--- src/rtl/ysyx_23060203_mdu.sv ---
// ============================================================================
// Module      : ysyx_23060203_mdu
// Description : RV M-extension multiply/divide unit. It uses an iterative
//               shift-add multiplier and a restoring divider, with a
//               valid/ready handshake on both sides.
//               Optional macro YSYX_23060203_MDU_FAST_MUL_EN replaces the
//               iterative multiply with a single combinational multiplier.
// Revision    : 1.0 - initial release
// ============================================================================
`default_nettype none

module ysyx_23060203_mdu #(
    parameter int XLEN = 32
) (
    input  logic            clock,
    input  logic            reset,
    input  logic            flush,
    input  logic            in_valid,
    output logic            in_ready,
    input  logic [XLEN-1:0] alu_a,
    input  logic [XLEN-1:0] alu_b,
    input  logic [2:0]      funct,
    output logic            out_valid,
    input  logic            out_ready,
    output logic [XLEN-1:0] val
);

    localparam int                c_CNT_W   = $clog2(XLEN) + 1;
    localparam logic [c_CNT_W-1:0] c_LAST   = c_CNT_W'(XLEN);
    localparam logic [c_CNT_W-1:0] c_ONE    = c_CNT_W'(1);
    localparam logic [XLEN-1:0]   c_MIN_NEG = {1'b1, {(XLEN-1){1'b0}}};

    localparam logic [2:0] c_F_MUL    = 3'd0;
    localparam logic [2:0] c_F_MULH   = 3'd1;
    localparam logic [2:0] c_F_MULHSU = 3'd2;
    localparam logic [2:0] c_F_DIV    = 3'd4;
    localparam logic [2:0] c_F_REM    = 3'd6;

    typedef enum logic [1:0] {
        S_IDLE = 2'd0,
        S_MUL  = 2'd1,
        S_DIV  = 2'd2,
        S_DONE = 2'd3
    } state_t;

    state_t              r_state;
    state_t              w_state_nxt;
    logic [c_CNT_W-1:0]  r_cnt;
    logic [2:0]          r_funct;
    logic                r_short;
    logic                r_neg_q;
    logic                r_neg_r;
    logic [2*XLEN-1:0]   r_prod;
    logic [2*XLEN-1:0]   r_mcand;
    logic [XLEN-1:0]     r_shift;
    logic [XLEN-1:0]     r_rem;
    logic [XLEN-1:0]     r_divisor;
    logic [XLEN-1:0]     r_val;

    // ---------------- request decode ----------------
    logic            w_accept;
    logic            w_is_div;
    logic            w_a_signed;
    logic            w_b_signed;
    logic            w_a_neg;
    logic            w_b_neg;
    logic [XLEN-1:0] w_a_mag;
    logic [XLEN-1:0] w_b_mag;
    logic            w_div_zero;
    logic            w_div_ovf;
    logic            w_short;
    logic [XLEN-1:0] w_short_val;

    assign w_accept   = in_valid & in_ready & ~flush;
    assign w_is_div   = funct[2];
    assign w_a_signed = (funct == c_F_MULH) | (funct == c_F_MULHSU) |
                        (funct == c_F_DIV)  | (funct == c_F_REM);
    assign w_b_signed = (funct == c_F_MULH) | (funct == c_F_DIV) | (funct == c_F_REM);
    assign w_a_neg    = w_a_signed & alu_a[XLEN-1];
    assign w_b_neg    = w_b_signed & alu_b[XLEN-1];
    assign w_a_mag    = w_a_neg ? -alu_a : alu_a;
    assign w_b_mag    = w_b_neg ? -alu_b : alu_b;
    assign w_div_zero = w_is_div & (alu_b == '0);
    assign w_div_ovf  = ((funct == c_F_DIV) | (funct == c_F_REM)) &
                        (alu_a == c_MIN_NEG) & (alu_b == '1);

`ifdef YSYX_23060203_MDU_FAST_MUL_EN
    logic [2*XLEN-1:0] w_fast_a;
    logic [2*XLEN-1:0] w_fast_b;
    logic [2*XLEN-1:0] w_fast;

    assign w_fast_a = {{XLEN{w_a_signed & alu_a[XLEN-1]}}, alu_a};
    assign w_fast_b = {{XLEN{w_b_signed & alu_b[XLEN-1]}}, alu_b};
    assign w_fast   = w_fast_a * w_fast_b;
`endif

    // Special results are known at accept and only wait for one fixup edge.
    always_comb begin
        w_short     = 1'b0;
        w_short_val = '0;
`ifdef YSYX_23060203_MDU_FAST_MUL_EN
        if (!w_is_div) begin
            w_short     = 1'b1;
            w_short_val = (funct == c_F_MUL) ? w_fast[XLEN-1:0] : w_fast[2*XLEN-1:XLEN];
        end
`endif
        if (w_div_zero) begin
            w_short     = 1'b1;
            w_short_val = funct[1] ? alu_a : '1;
        end else if (w_div_ovf) begin
            w_short     = 1'b1;
            w_short_val = funct[1] ? '0 : alu_a;
        end
    end

    // ---------------- iteration datapath ----------------
    logic [XLEN:0]     w_minuend;
    logic              w_ge;
    logic [XLEN-1:0]   w_sub;
    logic [2*XLEN-1:0] w_prod_fix;
    logic [XLEN-1:0]   w_quot_fix;
    logic [XLEN-1:0]   w_rem_fix;
    logic [XLEN-1:0]   w_fix_val;

    assign w_minuend  = {r_rem, r_shift[XLEN-1]};
    assign w_ge       = w_minuend >= {1'b0, r_divisor};
    assign w_sub      = w_minuend[XLEN-1:0] - r_divisor;
    assign w_prod_fix = r_neg_q ? -r_prod : r_prod;
    assign w_quot_fix = r_neg_q ? -r_shift : r_shift;
    assign w_rem_fix  = r_neg_r ? -r_rem : r_rem;

    always_comb begin
        w_fix_val = '0;
        if (r_short)
            w_fix_val = r_val;
        else if (r_state == S_MUL)
            w_fix_val = (r_funct == c_F_MUL) ? w_prod_fix[XLEN-1:0] : w_prod_fix[2*XLEN-1:XLEN];
        else
            w_fix_val = r_funct[1] ? w_rem_fix : w_quot_fix;
    end

    // ---------------- control FSM ----------------
    always_ff @(posedge clock) begin
        if (!reset)
            r_state <= S_IDLE;
        else
            r_state <= w_state_nxt;
    end

    always_comb begin
        w_state_nxt = r_state;
        case (r_state)
            S_IDLE:        if (w_accept) w_state_nxt = w_is_div ? S_DIV : S_MUL;
            S_MUL, S_DIV:  if (r_cnt == c_LAST) w_state_nxt = S_DONE;
            S_DONE:        if (out_ready) w_state_nxt = S_IDLE;
            default:       w_state_nxt = S_IDLE;
        endcase
        if (flush)
            w_state_nxt = S_IDLE;
    end

    always_ff @(posedge clock) begin
        if (!reset) begin
            r_cnt     <= '0;
            r_funct   <= '0;
            r_short   <= 1'b0;
            r_neg_q   <= 1'b0;
            r_neg_r   <= 1'b0;
            r_prod    <= '0;
            r_mcand   <= '0;
            r_shift   <= '0;
            r_rem     <= '0;
            r_divisor <= '0;
            r_val     <= '0;
        end else if (flush) begin
            r_cnt   <= '0;
            r_short <= 1'b0;
            r_val   <= '0;
        end else begin
            case (r_state)
                S_IDLE: begin
                    if (w_accept) begin
                        r_funct   <= funct;
                        r_cnt     <= w_short ? c_LAST : '0;
                        r_short   <= w_short;
                        r_val     <= w_short ? w_short_val : '0;
                        r_neg_q   <= w_a_neg ^ w_b_neg;
                        r_neg_r   <= w_a_neg;
                        r_prod    <= '0;
                        r_mcand   <= {{XLEN{1'b0}}, w_a_mag};
                        r_shift   <= w_is_div ? w_a_mag : w_b_mag;
                        r_rem     <= '0;
                        r_divisor <= w_b_mag;
                    end
                end
                S_MUL: begin
                    if (r_cnt != c_LAST) begin
                        if (r_shift[0])
                            r_prod <= r_prod + r_mcand;
                        r_mcand <= r_mcand << 1;
                        r_shift <= r_shift >> 1;
                        r_cnt   <= r_cnt + c_ONE;
                    end else begin
                        r_val <= w_fix_val;
                        r_cnt <= '0;
                    end
                end
                S_DIV: begin
                    // r_shift carries the dividend out at the top and the quotient in at the bottom.
                    if (r_cnt != c_LAST) begin
                        r_rem   <= w_ge ? w_sub : w_minuend[XLEN-1:0];
                        r_shift <= {r_shift[XLEN-2:0], w_ge};
                        r_cnt   <= r_cnt + c_ONE;
                    end else begin
                        r_val <= w_fix_val;
                        r_cnt <= '0;
                    end
                end
                S_DONE: begin
                    if (out_ready) begin
                        r_val   <= '0;
                        r_short <= 1'b0;
                    end
                end
                default: ;
            endcase
        end
    end

    assign in_ready  = (r_state == S_IDLE);
    assign out_valid = (r_state == S_DONE);
    assign val       = r_val;

endmodule

`default_nettype wire
--- config.mk ---
export PLATFORM = sky130hd
export DESIGN_NAME = ysyx_23060203_mdu
export DESIGN_NICKNAME = d
export VERILOG_FILES = /design/src/rtl/ysyx_23060203_mdu.sv
export SDC_FILE = /design/constraint.sdc
export NUM_CORES = 1
export LEC_CHECK = 0
export ABC_AREA = 1
export CAP_MARGIN = 20
export CORE_MARGIN = 2
export CORE_UTILIZATION = 41
export CTS_CLUSTER_SIZE = 25
export DETAILED_ROUTE_END_ITERATION = 10
export PLACE_DENSITY = 0.62
export RECOVER_POWER = 100
export SLEW_MARGIN = 15
export SYNTH_ARGS = -nofsm -noshare
export SYNTH_HDL_FRONTEND = slang
export SYNTH_SLANG_ARGS = --single-unit
--- constraint.sdc ---
create_clock -name clock -period 2.05 [get_ports clock]
set_input_delay 0.41 -clock clock [delete_from_list [all_inputs] [get_ports clock]]
set_output_delay 0.41 -clock clock [all_outputs]
set_load 0.02 [all_outputs]
==> impl_results.md <==
- Die Y: 252 um
- Critical path buffer and inverter count: 5
- Total wire length: 135000 um
- Setup Viol. Count Final: 159
- CP cell instances: inv_2 -> ha_4 -> buf_4 -> nand2_2 -> nor2_4 -> nand2_1 -> inv_1 -> nand4_1 -> nand3_4 -> nand2_4 -> buf_6 -> buf_12 -> nand3b_1 -> nand3_2 -> a21oi_2
- CP top delay family: simple AND/OR/NAND/NOR gates
- Synth async-reset ratio: 0
- Yosys top cell area share: 0.214
- Pint: 12500 uW
- Violated checks: setup timing
- Vias in the first global route: 32900
- Slew headroom: 0.500
- Core area: 0.0614 sq mm
- Status: complete, but fails checks
- CP arrival: 2.85 ns
- Count of cell types in the netlist: 56
- Pre-CTS WS: -0.586 ns
- Flip-flop and latch count after synthesis: 270
- R2R depth: 15
- # H-tree levels: 2
- Clock-pin transition on the worst setup and hold timing paths: 0.06 ns
- Power Density: 473 mW/mm^2
- Final Hold Viols: 0
- Sw Pwr: 7660 uW
- Drt first pass iters: 7
- Flop pwr share: 0.291
- DP HPWL: 96800 um
- Compound-cell area share of the yosys netlist: 0.215
- CP max-delay cell: dfxtp_4
- Overall power: 20200 uW
- Full die area: 0.0637 sq mm
- Synth Area per Inst: 5.69 sq um
- Post-synth top flop: dfxtp_1
- Root buffer cell: clkbuf_16
- Max FO, Critical Path: 16
- Main combinational cell family by area after synthesis: simple AND/OR/NAND/NOR gates
- Worst R2R Setup Slack: -0.31 ns
- WP depth: 15
- Initial DRC count: 3916
- IO Port Bufs: 105
- Area Overhead vs Synth: 68.8%
- ANT nets after route: 0
- Worst Tran Pin Value: 0.749 ns
- Adder-cell share of the synthesized area: 0.0545
- Max-slew violation count: 0
- Hold WS: 0.322 ns
- Hold depth: 5
- Reg-to-reg endpoint: r_rem[16]
- Die width: 252 um
- LEAKAGE: 0.0202 uW
- CTS tree: done
- Worst EP required: 2.54 ns
- EDFF count, synth: 0
- Leading area contributor after synthesis: dfxtp_1
- Starting Density: 0.412
- Simple-gate share of the synthesized area: 0.383
- CP Capture Type: flop
- Via Count: 36500
- Row cnt: 91
- Synth warn: 0
- Max frequency: 0.424 GHz
- Ports: 106
- Nets: 5667
- First-pass GRT wire length: 189000 um
- Routed length per instance: 21.3 um
- Number of hold buffers added after CTS: 0
- Remaining global-route overflow: 0
- CP Launch Type: flop
- Hold Path End: r_cnt[5]
- Sequential share of the synthesized area: 0.214
- GRT Overall Usage: 0.382
- CTS Buf Count: 37
- Critical path class: flop to flop
- Sink Count: 270
- DRC: 0
- RSZ-0062 raised after global routing: true
- Post-route clock period utilization: 1.15
- Xor and xnor area share after synthesis: 0.0270
- Gate count of the mapped netlist: 4447
- Largest net degree at the start of global routing: 76
- Placed cell count: 6128
- Share of layout cells above drive strength 1: 0.431
- Setup TNS: -19.21 ns
- Synth Cell Area: 0.0253 sq mm
- R2r startpoint: r_divisor[15]
- Clock Power Share: 0.333
- Min-delay src: reset
- Largest stage delay, worst path: 0.40 ns
- Gpl congestion: 1.03
- Initial antenna violation count: 0
- Via-to-Cell Ratio: 5.79
- Final setup skew: 0.0329 ns
- Area contributors post-synth: dfxtp_1 21%, nand2_1 17%, a21oi_1 9.5%
- Worst Hold Class: input pin to flop
- Max_cap viols: 0
- Final Critical Period: 2.36 ns
- Mux contribution to synthesized area: 0
- Worst-Skew Late Latency: 0.59 ns
- Clock Path Buffers: 3
- Filler cell count: 5107
- Setup ws final: -0.309 ns
- Worst vdd ir: 0.000593 V
- Post-Syn Nets: 4628
- Comb pwr share: 0.376
- Non-filler cells in the finished layout: 6304
- Sw Ratio: 0.379
==> routing by layer <==
layer	vias up	wire length, um	track usage
li1	16800	-	-
met1	17100	52300	0.492
met2	2037	60600	0.621
met3	520	11800	0.0517
met4	0	9840	0.203
met5	-	0	0
==> power groups by stage <==
stage                     clock network (uW)  logic [uW]  registers [uW]
after CTS                               6690        6760            5850
after global placement                     0        6170            5930
after global routing                    6910        8030            5880
after floorplan                            0        3070            5860
after detailed placement                   0        6160            5930
final                                   6730        7590            5890
==> per-stage QoR <==
| step | cell area [sq um] | utilization |
|---|---|---|
| detailed placement | 34100 | 0.556 |
| CTS | 39000 | 0.636 |
| global route | 42700 | 0.696 |
| finish | 42700 | 0.696 |
| floorplan | 25300 | - |
| global placement | 34100 | 0.556 |
==> worst register-to-register path: cells and delay by family, from the launching register on <==
kind | cells | cell delay [ns]
DFF | 1 | 0.40
AOI/OAI and AO/OA | 1 | 0.16
buffers and inverters | 5 | 0.56
and+or+nand+nor | 8 | 0.89
adders and majority gates | 1 | 0.27
==> what timing repair did <==
item / in CTS / in global routing
setup buffers: 61 / 55
resized for setup: 776 / 947
endpoints found under the setup margin: 163 / 228
pin swaps: 146 / 338
cloned: 6 / 7
==> final cells by class <==
type	count	area, sq um	area share
flip-flops and latches	270	5630	0.132
clock inverters	11	111	0.00261
diodes	1	2.50	0.0000586
multi-input cells	3492	23000	0.538
repair buffers	1167	9900	0.232
well taps	790	988	0.0231
clock buffers	55	1110	0.0261
inverters	518	2000	0.0468
==> registers in the layout (all words and copies together) (netlist names) <==
name,flops
val,32
r_funct,3
r_neg_q,1
r_rem,32
r_prod,64
r_divisor,32
r_short,1
r_state,2
r_neg_r,1
r_cnt,6
r_mcand,64
r_shift,32
==> cell usage after synthesis, types with 11 or more instances <==
library cell,instances
o21bai_1,12
a21oi_1,479
o21ai_0,366
nand3b_1,20
nand4_1,51
inv_2,11
nor2_1,488
or2_2,32
o211ai_1,45
dfxtp_1,270
inv_1,502
o21ai_1,12
xor2_1,54
nor3_1,45
o21a_1,11
clkbuf_1,102
nand2_1,1161
ha_1,107
a21o_1,14
nand3_1,464
buf_1,14
buf_2,34
a221oi_1,19
xnor2_1,24
a31oi_1,16
==> cells in the final DEF, fill, tap and decap left out, types with 15 or more instances in the layout <==
cell and instances:
clkbuf_16 42, buf_4 925, nor2_4 87, nand4_1 51
nand3b_1 20, xnor2_1 20, nand3_2 121, nor3_2 17
a21oi_2 158, a31oi_1 15, ha_4 91, nand3_4 56
nand2_1 909, a21oi_1 304, nand2_2 174, buf_12 35
a21oi_4 19, dfxtp_4 31, o211ai_1 45, buf_6 76
clkdlybuf4s50_1 87, or2_2 23, a221oi_1 17, o21ai_2 33
xor2_1 45, nand2_4 80, nor2_2 117, dfxtp_2 87
nor3_1 24, o21ai_1 80, dfxtp_1 152, nand3_1 292
nor2_1 295, o21ai_0 265, inv_2 79, inv_1 420
==> how the worst max path moves through the flow <==
stage | startpoint | to | slack, ns
2_1_floorplan | r_prod[0] | r_prod[16] | 0.02
3_3_place_gp | funct[1] | r_shift[13] | -0.59
3_5_place_dp | funct[1] | r_shift[13] | -0.59
4_1_cts | r_divisor[31] | r_rem[5] | -0.25
5_1_grt | r_divisor[15] | r_rem[16] | -0.38
6_report | r_divisor[15] | r_rem[16] | -0.31
==> kinds of logic after synthesis <==
family                   Yosys count
AO/OA/AOI/OAI                   1006
AND/OR/NAND/NOR                 2299
buffers and inverters            685
adder cells (fa/ha/maj)          109
XOR/XNOR                          78
flip-flops                       270
(Power assumes the default switching activity.)
